<file path="config.mk">
export PLATFORM = sky130hd
export DESIGN_NAME = ifu_fetch
export DESIGN_NICKNAME = d
export VERILOG_FILES = /design/src/rtl/ifu_fetch.sv
export SDC_FILE = /design/constraint.sdc
export NUM_CORES = 1
export LEC_CHECK = 0
export BUFFER_PORTS_ARGS = -buffer_cell sky130_fd_sc_hd__buf_2
export CAP_MARGIN = 40
export CELL_PAD_IN_SITES_DETAIL_PLACEMENT = 1
export CELL_PAD_IN_SITES_GLOBAL_PLACEMENT = 2
export CORE_AREA = 2 2 128 130
export CTS_CLUSTER_SIZE = 40
export DETAILED_ROUTE_END_ITERATION = 10
export DIE_AREA = 0 0 130 132
export HOLD_SLACK_MARGIN = 0.02
export PLACE_DENSITY_LB_ADDON = 0.1
export REMOVE_ABC_BUFFERS = 1
export SETUP_SLACK_MARGIN = 0.5
export SLEW_MARGIN = 10
export SYNTH_ARGS = -nofsm -noshare
export SYNTH_HDL_FRONTEND = slang
export SYNTH_SLANG_ARGS = --single-unit
</file>
<file path="constraint.sdc">
create_clock -name clk -period 1.85 [get_ports clk]
set_input_delay 0.37 -clock clk [delete_from_list [all_inputs] [get_ports clk]]
set_output_delay 0.37 -clock clk [all_outputs]
set_load 0.03 [all_outputs]
</file>
<file path="src/rtl/ifu_fetch.sv">
// ============================================================================
// ifu_fetch : single-outstanding instruction fetch between PC and bus port
// Optional: define IFU_FETCH_ERR_EN to add err_i / fetch_err_o.
// Revision  : 1.0
// ============================================================================
`default_nettype none

module ifu_fetch #(
    parameter int unsigned       ADDR_W   = 32,
    parameter int unsigned       DATA_W   = 32,
    parameter logic [DATA_W-1:0] NOP_INST = 32'h0000_0013
) (
    input  logic              clk,
    input  logic              rst,
    input  logic [ADDR_W-1:0] pc_i,
    input  logic              ce_i,
    input  logic              branch_flag_i,
    input  logic [4:0]        stalled_i,
    output logic              req_o,
    output logic [ADDR_W-1:0] addr_o,
    input  logic              gnt_i,
    input  logic              rvalid_i,
    input  logic [DATA_W-1:0] rdata_i,
`ifdef IFU_FETCH_ERR_EN
    input  logic              err_i,
    output logic              fetch_err_o,
`endif
    output logic [DATA_W-1:0] inst_o,
    output logic [ADDR_W-1:0] inst_pc_o,
    output logic              inst_valid_o,
    output logic              stallreq_o
);

    typedef enum logic [1:0] {
        S_IDLE = 2'd0,
        S_REQ  = 2'd1,
        S_WAIT = 2'd2,
        S_HOLD = 2'd3
    } state_t;

    state_t              state_q, state_d;
    logic                req_q, req_d;
    logic [ADDR_W-1:0]   addr_q, addr_d;
    logic [DATA_W-1:0]   inst_q, inst_d;
    logic [ADDR_W-1:0]   inst_pc_q, inst_pc_d;
    logic                valid_q, valid_d;
    logic                discard_q, discard_d;
    logic                issue;
    logic                capture;

`ifdef IFU_FETCH_ERR_EN
    logic                err_q, err_d;
`else
    logic                unused_inputs;
    assign unused_inputs = ^{pc_i[1:0], stalled_i[4:2], stalled_i[0]};
`endif

    always_ff @(posedge clk or negedge rst) begin
        if (!rst) begin
            state_q   <= S_IDLE;
            req_q     <= 1'b0;
            addr_q    <= '0;
            inst_q    <= NOP_INST;
            inst_pc_q <= '0;
            valid_q   <= 1'b0;
            discard_q <= 1'b0;
        end else begin
            state_q   <= state_d;
            req_q     <= req_d;
            addr_q    <= addr_d;
            inst_q    <= inst_d;
            inst_pc_q <= inst_pc_d;
            valid_q   <= valid_d;
            discard_q <= discard_d;
        end
    end

    always_comb begin
        state_d   = state_q;
        req_d     = req_q;
        addr_d    = addr_q;
        inst_d    = inst_q;
        inst_pc_d = inst_pc_q;
        valid_d   = valid_q;
        discard_d = discard_q;
        issue     = 1'b0;
        capture   = 1'b0;

        case (state_q)
            S_IDLE: begin
                if (ce_i && !branch_flag_i) issue = 1'b1;
            end
            S_REQ: begin
                // Request stays up on flush; the response is dropped later.
                if (branch_flag_i) discard_d = 1'b1;
                if (gnt_i) begin
                    req_d   = 1'b0;
                    state_d = S_WAIT;
                end
            end
            S_WAIT: begin
                if (rvalid_i && !discard_q && !branch_flag_i) begin
                    capture = 1'b1;
                    if (stalled_i[1])  state_d = S_HOLD;
                    else if (ce_i)     issue   = 1'b1;
                    else               state_d = S_IDLE;
                end else if (rvalid_i) begin
                    // Response consumed but dropped (stale or flushed this cycle).
                    discard_d = 1'b0;
                    state_d   = S_IDLE;
                end else if (branch_flag_i) begin
                    discard_d = 1'b1;
                end
            end
            S_HOLD: begin
                if (branch_flag_i)     state_d = S_IDLE;
                else if (!stalled_i[1]) begin
                    if (ce_i) issue   = 1'b1;
                    else      state_d = S_IDLE;
                end
            end
            default: state_d = S_IDLE;
        endcase

        if (capture) begin
            inst_d    = rdata_i;
            inst_pc_d = addr_q;
            valid_d   = 1'b1;
        end
        if (issue) begin
            req_d   = 1'b1;
            addr_d  = {pc_i[ADDR_W-1:2], 2'b00};
            state_d = S_REQ;
        end
        if (branch_flag_i) begin
            valid_d = 1'b0;
            inst_d  = NOP_INST;
        end
    end

`ifdef IFU_FETCH_ERR_EN
    always_comb begin
        err_d = err_q;
        if (capture)                            err_d = err_i;
        if (issue && (pc_i[1:0] != 2'b00))      err_d = 1'b1;
        if (branch_flag_i)                      err_d = 1'b0;
    end

    always_ff @(posedge clk or negedge rst) begin
        if (!rst) err_q <= 1'b0;
        else      err_q <= err_d;
    end

    logic unused_stall_bits;
    assign unused_stall_bits = ^{stalled_i[4:2], stalled_i[0]};
    assign fetch_err_o       = err_q;
`endif

    assign req_o        = req_q;
    assign addr_o       = addr_q;
    assign inst_o       = inst_q;
    assign inst_pc_o    = inst_pc_q;
    assign inst_valid_o = valid_q;
    assign stallreq_o   = (state_q == S_REQ) || (state_q == S_WAIT);

endmodule

`default_nettype wire

</file>
# Yosys cells after proc, flatten, opt, wreduce, memory -nomap -nowiden
# Cells that the tools add are included.
[word_totals] out_inout_bits=99 regBits=97 wordCells=57 inputBits=75
[classes] reduce_logical=15 muxes=28 eq_ne=7
[ops] operator="$mux W32" count=2
[ops] operator="$mux W2" count=8
[ops] operator="$mux W1" count=15
[ops] operator="$ne A4 B4 Y1 const B" count=2
[ops] operator="$reduce_bool A2 Y1" count=4
[ops] operator="$pmux W2 S3" count=1
[ops] operator="$eq A2 B2 Y1 const B" count=2
[ops] operator="$reduce_and A2 Y1" count=2
[ops] operator="$reduce_and A4 Y1" count=1
[ops] operator="$reduce_bool A4 Y1" count=1
[ops] operator="$logic_and A1 B1 Y1" count=3
[ops] operator="$ne A3 B3 Y1 const B" count=1
[ops] operator="$pmux W1 S3" count=1
[ops] operator="$eq A2 B1 Y1 const B" count=1
[ops] operator="$logic_not A1 Y1" count=2
[ops] operator="$logic_not A2 Y1" count=1
[ops] operator="$ne A2 B2 Y1 const B" count=1
[ops] operator="$pmux W1 S2" count=1
[ops] operator="$logic_or A1 B1 Y1" count=1

# Depth between registers and ports, before layout
# Gate-level depths: netlist of run 1.
[depth] ltp_word=7 ltp_mapped=8 ltp_nobuf=6

# Worst setup path after synthesis of run 1
# Ideal clock, no wire load.
[synth_path] path_type="register -> register" startpoint="reg state_q[0]" endpoint="reg addr_q[10], in the netlist addr_o[10]" path_slack_ns=-0.039 t_required_ns=1.725 t_arrival_ns=1.764 path_stages_with_launch=8 cell_sequence="dfrtp_1 > inv_1 > ha_1 > and3b_1 > buf_6 > o2111a_2 > buf_6 > mux2_4"
[synth_via] elab_chain_cells=2 elab_cells_between_ends=4 classes_between="eq/ne (2); mux (1); reduce/logical (1)"
[synth_rtl] element="start: declaration" line="41" text="state_t state_q, state_d;"
[synth_rtl] element="start signal: assignment" line="68" text="state_q <= state_d;"
[synth_rtl] element="$eq A2 B2 Y1 or $logic_not A2 Y1 (tied branches)" line="89" text="case (state_q)"
[synth_rtl] element="$pmux W1 S3 (*)" line="89"
[synth_rtl] element="end signal: assignment" line="70" text="addr_q <= addr_d;"
[synth_rtl] element="end: declaration" line="43" text="logic [ADDR_W-1:0] addr_q, addr_d;"
# Every way passes the cells marked *; elsewhere a longest branch is shown, timed or not.
# A chain may end at the register's enable or synchronous reset.

# Final worst setup path of run 1
[layout_path] startpoint="reg state_q[1]" endpoint="reg addr_q[29], in the netlist addr_o[29]"
# The elaborated chain is that of the path after synthesis.

==> summary.md, run 1 <==
| Metric | Value |
|---|---|
| FILL cells | `1730` |
| Crit share post-route | `0.991` |
| Static Leakage | `3.37 nW` |
| Mapped Cells | `310` |
| Peak VDD IR | `0.000859 V` |
| Adder-cell share of the synthesized area | `0.0125` |
| Num CTS Buffers | `9` |
| Die Height | `132 um` |
| Clk buf depth | `2` |
| Root buffer cell | `clkbuf_16` |
| Drt pass-1 iters | `4` |
| CP Class | `reg2reg` |
| H-tree depth | `3` |
| Crit-path max FO | `13` |
| Post-synth top flop | `dfrtp_1` |
| Ys async rst share | `1.00` |
| Initial antenna violation count | `0` |
| GRT Total Usage | `0.149` |
| Die area | `17200 sq um` |
| Initial DRC Count | `90` |
| CTS tree | `yes` |
| Worst EP arrival | `2.06 ns` |
| Status | `finished, final reports clean` |
| Vias | `3155` |
| Synth warn | `0` |
| Worst setup EP type | `register` |
| Finished Layout Cells | `735` |
| Clk pin slew, worst setup/hold paths | `0.07 ns` |
| Antenna Nets Post-Route | `0` |
| Syn_area_per_cell | `13.0 sq um` |
| Gpl congestion | `0.744` |
| Yosys cell types | `36` |
| # diodes | `0` |
| Row cnt | `46` |
| DRC violations left | `0` |
| Drt total wl | `12400 um` |
| Fin nets | `593` |
| Min Tclk post-route | `1.83 ns` |
| Via density | `4.29` |
| Global route overflow | `0` |
| Seq/Total Area, Yosys | `0.605` |
| Multiplexer share of the synthesized area | `0.203` |
| Fin. max-slew vios | `0` |
| Largest net degree at the start of global routing | `44` |
| Initial Util | `0.256` |
| # setup viols final | `0` |
| Cell Area, Synth | `4020 sq um` |
| Inst Count DP | `690` |
| Pwr Density | `1660 nW/um^2` |
| Min Hold Slack | `0.221 ns` |
| Buffers on Ports | `163` |
| Fraction of layout cells with a size suffix above 1 | `0.657` |
| Drt wl/cell | `16.8 um` |
| Largest family of logic cells by synthesized area | `multiplexers` |
| Critical path launch point type | `register` |
| Max Fclk | `545 MHz` |
| Vias in the first global route | `3444` |
| Die width | `130 um` |
| Critical Path RT | `2.08 ns` |
| Area Overhead vs Synth | `58.2%` |
| Clk sinks | `97` |
| Final Hold Vio Count | `0` |
| Post-synthesis simple-gate area fraction | `0.117` |
| First-pass GRT wire length | `19300 um` |
| Maxcap violations | `0` |
| Core ar. | `15700 sq um` |
| RSZ-0062 raised after global routing | `yes` |
| Worst skew pair latency | `0.35 ns` |
| Seq cells post-synth | `97` |
| Worst hold path class | `in2reg` |
| Top Ports | `174` |
| Final HPWL DP | `8160 um` |
| Xor and xnor area share after synthesis | `0` |
| Setup Skew | `0.00713 ns` |
| EDFF count, synth | `0` |
| Compound-Gate Fraction of Synth Area | `0.0271` |
-- metal layers --
metal / wire length [um] / vias up / global-route usage
met5: 0 / - / 0
met4: 277 / 0 / 0.0669
met3: 569 / 15 / 0.0357
met2: 6380 / 85 / 0.247
met1: 5150 / 1597 / 0.182
li1: - / 1458 / -
-- final timing paths --
path | startpoint | to | slack (ns) | cells after the start
min in group asynchronous | rst | inst_pc_o[11]$_DFFE_PN0P_ | 0.50 | 2
setup / recovery | state_q[1]$_DFFE_PN0P_ | addr_o[29]$_DFFE_PN0P_ | 0.02 | 6
max in group asynchronous | rst | inst_pc_o[31]$_DFFE_PN0P_ | 0.76 | 3
setup reg to reg | state_q[1]$_DFFE_PN0P_ | addr_o[29]$_DFFE_PN0P_ | 0.02 | 6
hold reg to reg | req_o$_DFFE_PN0P_ | req_o$_DFFE_PN0P_ | 0.48 | 1
hold / removal | rdata_i[25] | inst_o[25]$_DFFE_PN0P_ | 0.22 | 3
-- what timing repair did --
item,4_1_cts,5_1_grt
endpoints found under the hold margin,24,0
hold buffers,1,0
setup endpoints to repair,101,114
resized for setup,86,44
pin swaps,31,5
cloned,7,0
setup buffers,14,7
-- cell usage in the layout (no fill, tap or decap), types with 3 or more instances in the layout --
cell type    n
buf_2      144
dfrtp_1     93
mux2_4      37
nand3_1     29
nand2_1     26
nand2_2     25
mux2_2      23
buf_4       20
buf_6       16
nand2_4     12
buf_12      11
clkbuf_16    9
clkbuf_4     9
buf_16       6
conb_1       4
inv_2        3
nand3b_1     3
bufinv_16    3
dfstp_2      3
-- synthesized netlist by cell type (3+ instances only) --
cell type / n / area (sq um)
mux2i_1: 3 / 30.0
dfrtp_1: 94 / 2350
mux2_2: 31 / 349
mux2_4: 29 / 435
inv_1: 3 / 11.3
nand3b_1: 3 / 22.5
nand2_1: 63 / 236
buf_4: 4 / 30.0
buf_1: 5 / 18.8
dfstp_2: 3 / 78.8
buf_6: 4 / 45.0
clkbuf_1: 4 / 15.0
buf_2: 3 / 15.0
nor2_1: 4 / 15.0
nand3_1: 29 / 145
ha_1: 4 / 50.1
-- worst max-delay path, stage by stage, from the launching register on --
cell      delay, ns
dfrtp_2        0.43
inv_2          0.06
ha_2           0.17
or2_4          0.24
o2111a_2       0.33
buf_12         0.18
mux2_4         0.30
-- cell families (layout without fill, tap and decap cells) --
logic type               Yosys count  in the layout
AND/OR/NAND/NOR                  107            107
flip-flops                        97             97
multiplexers                      63             63
buffers and inverters             24            230
AO/OA/AOI/OAI                     14             14
adder cells (fa/ha/maj)            4              4
other                              1              4
-- power breakdown --
part / internal, mW / leakage (nW) / switching, mW / total (mW)
registers: 2.90 / 1.24 / 0.486 / 3.38
clock network: 1.32 / 0.162 / 0.847 / 2.17
logic: 2.19 / 1.97 / 2.80 / 4.99
-- metrics by stage --
| stage | utilization | instance area (sq um) | setup TNS (ns) | setup WS, ns | power [mW] |
|---|---|---|---|---|---|
| floorplan | - | 3910 | -56.91 | -1.42 | 6.26 |
| global placement | 0.331 | 5210 | -1.92 | -0.0881 | 7.66 |
| detailed placement | 0.331 | 5210 | -3.60 | -0.146 | 7.76 |
| CTS | 0.392 | 6150 | 0 | 0.0163 | 10.5 |
| global route | 0.404 | 6350 | -0.604 | -0.0349 | 11.1 |
| finish | 0.404 | 6350 | 0 | 0.0158 | 10.5 |
-- layout make-up --
| type | count | area, sq um | area share |
|---|---|---|---|
| inverter | 4 | 15.0 | 0.00236 |
| timing repair buffer | 210 | 1580 | 0.248 |
| tap | 216 | 270 | 0.0425 |
| clock inverter | 7 | 119 | 0.0187 |
| multi-input combinational | 192 | 1720 | 0.270 |
| sequential | 97 | 2430 | 0.383 |
| clock buffer | 9 | 225 | 0.0354 |
-- registers in the layout (all words and copies together), names as in the netlist --
register	cells
discard_q	1
req_o	1
addr_o	30
inst_pc_o	30
inst_valid_o	1
state_q	2
inst_o	32
Power figures use the tool's default switching activity.
==> inputs of run 2 (changes only) <==
--- a/config.mk
+++ b/config.mk
@@ -16,3 +16,3 @@
 export HOLD_SLACK_MARGIN = 0.02
-export PLACE_DENSITY_LB_ADDON = 0.1
+export PLACE_DENSITY = 0.85
 export REMOVE_ABC_BUFFERS = 1
==> constraint.sdc (replaced) <==
create_clock -name clk -period 1.85 [get_ports clk]
set_input_delay 0.4625 -clock clk [delete_from_list [all_inputs] [get_ports clk]]
set_output_delay 0.4625 -clock clk [all_outputs]
set_load 0.03 [all_outputs]
==> run 2 against run 1 <==
The run now ends with setup timing left. Via count rose by 12%. Wire length grew 19%. Sequential share of layout area shrank 5.6 points. Global-route usage up 2.1 points. Critical endpoint is now addr_o[10]$_DFFE_PN0P_. Critical path type unchanged. Clock-buffer cell count rose by 5. Utilization grew 6.9 points. Cell area rose by 17%.
==> summary.md, run 2 (same netlist as run 1, synthesis figures left out) <==
| Metric | Value |
|---|---|
| Worst skew pair latency | `0.34 ns (was 0.35 ns)` |
| Fin nets | `669 (was 593)` |
| CTS tree | `yes (unchanged)` |
| RSZ-0062 raised after global routing | `yes (unchanged)` |
| Vias in the first global route | `3891 (was 3444)` |
| Worst setup EP type | `register (unchanged)` |
| Max Fclk | `512 MHz (was 545 MHz)` |
| Critical path's most frequent cell | `buf_6` |
| Commonest non-fill, non-tap cells in the layout | `104 x buf_6, 93 x dfrtp_1, 93 x buf_4 (was 144 x buf_2, 93 x dfrtp_1, 37 x mux2_4)` |
| Gpl congestion | `0.813 (was 0.744)` |
| GRT Total Usage | `0.170 (was 0.149)` |
| Clk pin slew, worst setup/hold paths | `0.07 ns (about the same)` |
| Die Height | `132 um (unchanged)` |
| Clk buf depth | `2 (unchanged)` |
| Row cnt | `46 (unchanged)` |
| Largest net degree at the start of global routing | `98 (was 44)` |
| Initial antenna violation count | `0 (unchanged)` |
| Num CTS Buffers | `9 (unchanged)` |
| Min Tclk post-route | `1.95 ns (was 1.83 ns)` |
| Crit share post-route | `1.06 (was 0.991)` |
| H-tree depth | `3 (unchanged)` |
| Final HPWL DP | `7880 um (was 8160 um)` |
| CP Class | `reg2reg (unchanged)` |
| Pre-CTS setup slack | `-0.132 ns (was -0.146 ns)` |
| Final Util | `0.473 (was 0.404)` |
| Core ar. | `15700 sq um (unchanged)` |
| Drt pass-1 iters | `4 (unchanged)` |
| Crit-path max FO | `8 (was 13)` |
| Vias | `3526 (was 3155)` |
| Die area | `17200 sq um (unchanged)` |
| Worst EP arrival | `2.18 ns (was 2.06 ns)` |
| Fraction of layout cells with a size suffix above 1 | `0.689 (was 0.657)` |
| Critical Path RT | `2.08 ns (about the same)` |
| Clk sinks | `97 (unchanged)` |
| Tightest Pin Transition | `0.535 ns` |
| Fin. max-slew vios | `0 (unchanged)` |
| CP cell instances | `buf_6 -> ha_4 -> and3b_1 -> o2111a_2 -> buf_6 -> buf_12 -> mux2_4 (was inv_2 -> ha_2 -> or2_4 -> o2111a_2 -> buf_12 -> mux2_4)` |
| DRC violations left | `0 (unchanged)` |
| Leading cell type in the layout, fill and taps excluded | `buf_6 (was buf_2)` |
| Pwr Density | `1640 nW/um^2 (was 1660 nW/um^2)` |
| Slowest CP cell | `dfrtp_2 (unchanged)` |
| Root buffer cell | `clkbuf_16 (unchanged)` |
| Buffers on Ports | `163 (unchanged)` |
| Setup TNS | `-2.78 ns (was 0 ns)` |
| Setup Skew | `0.00712 ns (was 0.00713 ns)` |
| Worst hold path class | `in2async (was in2reg)` |
| Slew headroom | `0.644` |
| Critical path launch point type | `register (unchanged)` |
| Worst Slack Setup Final | `-0.103 ns (was 0.0158 ns)` |
| Area Overhead vs Synth | `85.1% (was 58.2%)` |
| Top Ports | `174 (unchanged)` |
| Status | `finished with violations (was finished, final reports clean)` |
| Global route overflow | `0 (unchanged)` |
| Maxcap violations | `0 (unchanged)` |
| Drt total wl | `14700 um (was 12400 um)` |
| Min Hold Slack | `0.174 ns (was 0.221 ns)` |
| CP max stage delay | `0.44 ns (was 0.43 ns)` |
| Worst reg2reg setup slack | `-0.10 ns (was 0.02 ns)` |
| Largest register FFs | `32 (unchanged)` |
| # diodes | `0 (unchanged)` |
| Initial DRC Count | `85 (was 90)` |
| # setup viols final | `41 (was 0)` |
| Die width | `130 um (unchanged)` |
| Peak VDD IR | `0.000817 V (was 0.000859 V)` |
| Static Leakage | `3.76 nW (was 3.37 nW)` |
| Antenna Nets Post-Route | `0 (unchanged)` |
| First-pass GRT wire length | `22000 um (was 19300 um)` |
| Failing checks | `setup timing` |
| Drt wl/cell | `18.2 um (was 16.8 um)` |
| Final Hold Vio Count | `0 (unchanged)` |
| Initial Util | `0.256 (unchanged)` |
| Via density | `4.35 (was 4.29)` |
==> run 2: cell count changes in the layout (fill, tap and decap cells not counted), moves of 26 or more <==
cell / previous run / this run
nand3_2: 0 / 26
buf_2: 144 / 67
nand2_1: 26 / 59
nand3_1: 29 / 1
buf_6: 16 / 104
buf_4: 20 / 93
==> run 2: cell type report <==
type / count / area, sq um
clock inverters: 2 / 15.0
multi-input cells: 192 / 1740
clock buffers: 14 / 264
inverters: 4 / 15.0
repair buffers: 286 / 2700
well taps: 216 / 270
fillers: 1656 / 8280
flip-flops and latches: 97 / 2430
==> run 2: final timing paths <==
path,from,end,cells after the start
setup / recovery,state_q[1]$_DFFE_PN0P_,addr_o[10]$_DFFE_PN0P_,7
hold / removal,rst,addr_o[20]$_DFFE_PN0P_,2
setup reg to reg,state_q[1]$_DFFE_PN0P_,addr_o[10]$_DFFE_PN0P_,7
max in group asynchronous,rst,inst_o[6]$_DFFE_PN0P_,2
min in group clk,rdata_i[11],inst_o[11]$_DFFE_PN0P_,3
hold reg to reg,inst_pc_o[21]$_DFFE_PN0P_,inst_pc_o[21]$_DFFE_PN0P_,1
==> run 2: what timing repair did <==
item / CTS / global route
endpoints found under the setup margin: 191 / 192
setup buffers: 66 / 33
gates cloned: 9 / 0
pin swaps: 42 / 7
gates resized for setup: 266 / 10
hold buffers: 0 / 0
==> run 2: worst max-delay path: cells and delay by family (launching register included) <==
kind            cells  cell delay [ns]
fa+ha+maj           1             0.15
flops               1             0.44
compound gates      1             0.32
simple gates        1             0.18
buf+inv             3             0.41
mux                 1             0.31
==> run 2: metrics by stage <==
stage | instance area, sq um | power (mW) | instances
2_1_floorplan | 3910 | 6.26 | 293
3_3_place_gp | 5180 | 7.55 | 687
3_5_place_dp | 5180 | 7.70 | 687
4_1_cts | 7140 | 11.8 | 778
5_1_grt | 7430 | 12.8 | 811
6_report | 7430 | 12.2 | 811
==> run 2: report_power, final <==
| group | total [mW] | internal (mW) | switching, mW |
|---|---|---|---|
| registers | 3.52 | 2.90 | 0.618 |
| clock network | 1.79 | 0.989 | 0.797 |
| logic | 6.91 | 3.71 | 3.21 |
==> run 2: per-layer routing <==
| layer | track usage | vias to the layer above | share of wire |
|---|---|---|---|
| met3 | 0.0288 | 23 | 0.035 |
| li1 | - | 1608 | - |
| met1 | 0.201 | 1809 | 0.39 |
| met4 | 0.0669 | 0 | 0.022 |
| met5 | 0 | - | 0 |
| met2 | 0.303 | 86 | 0.56 |
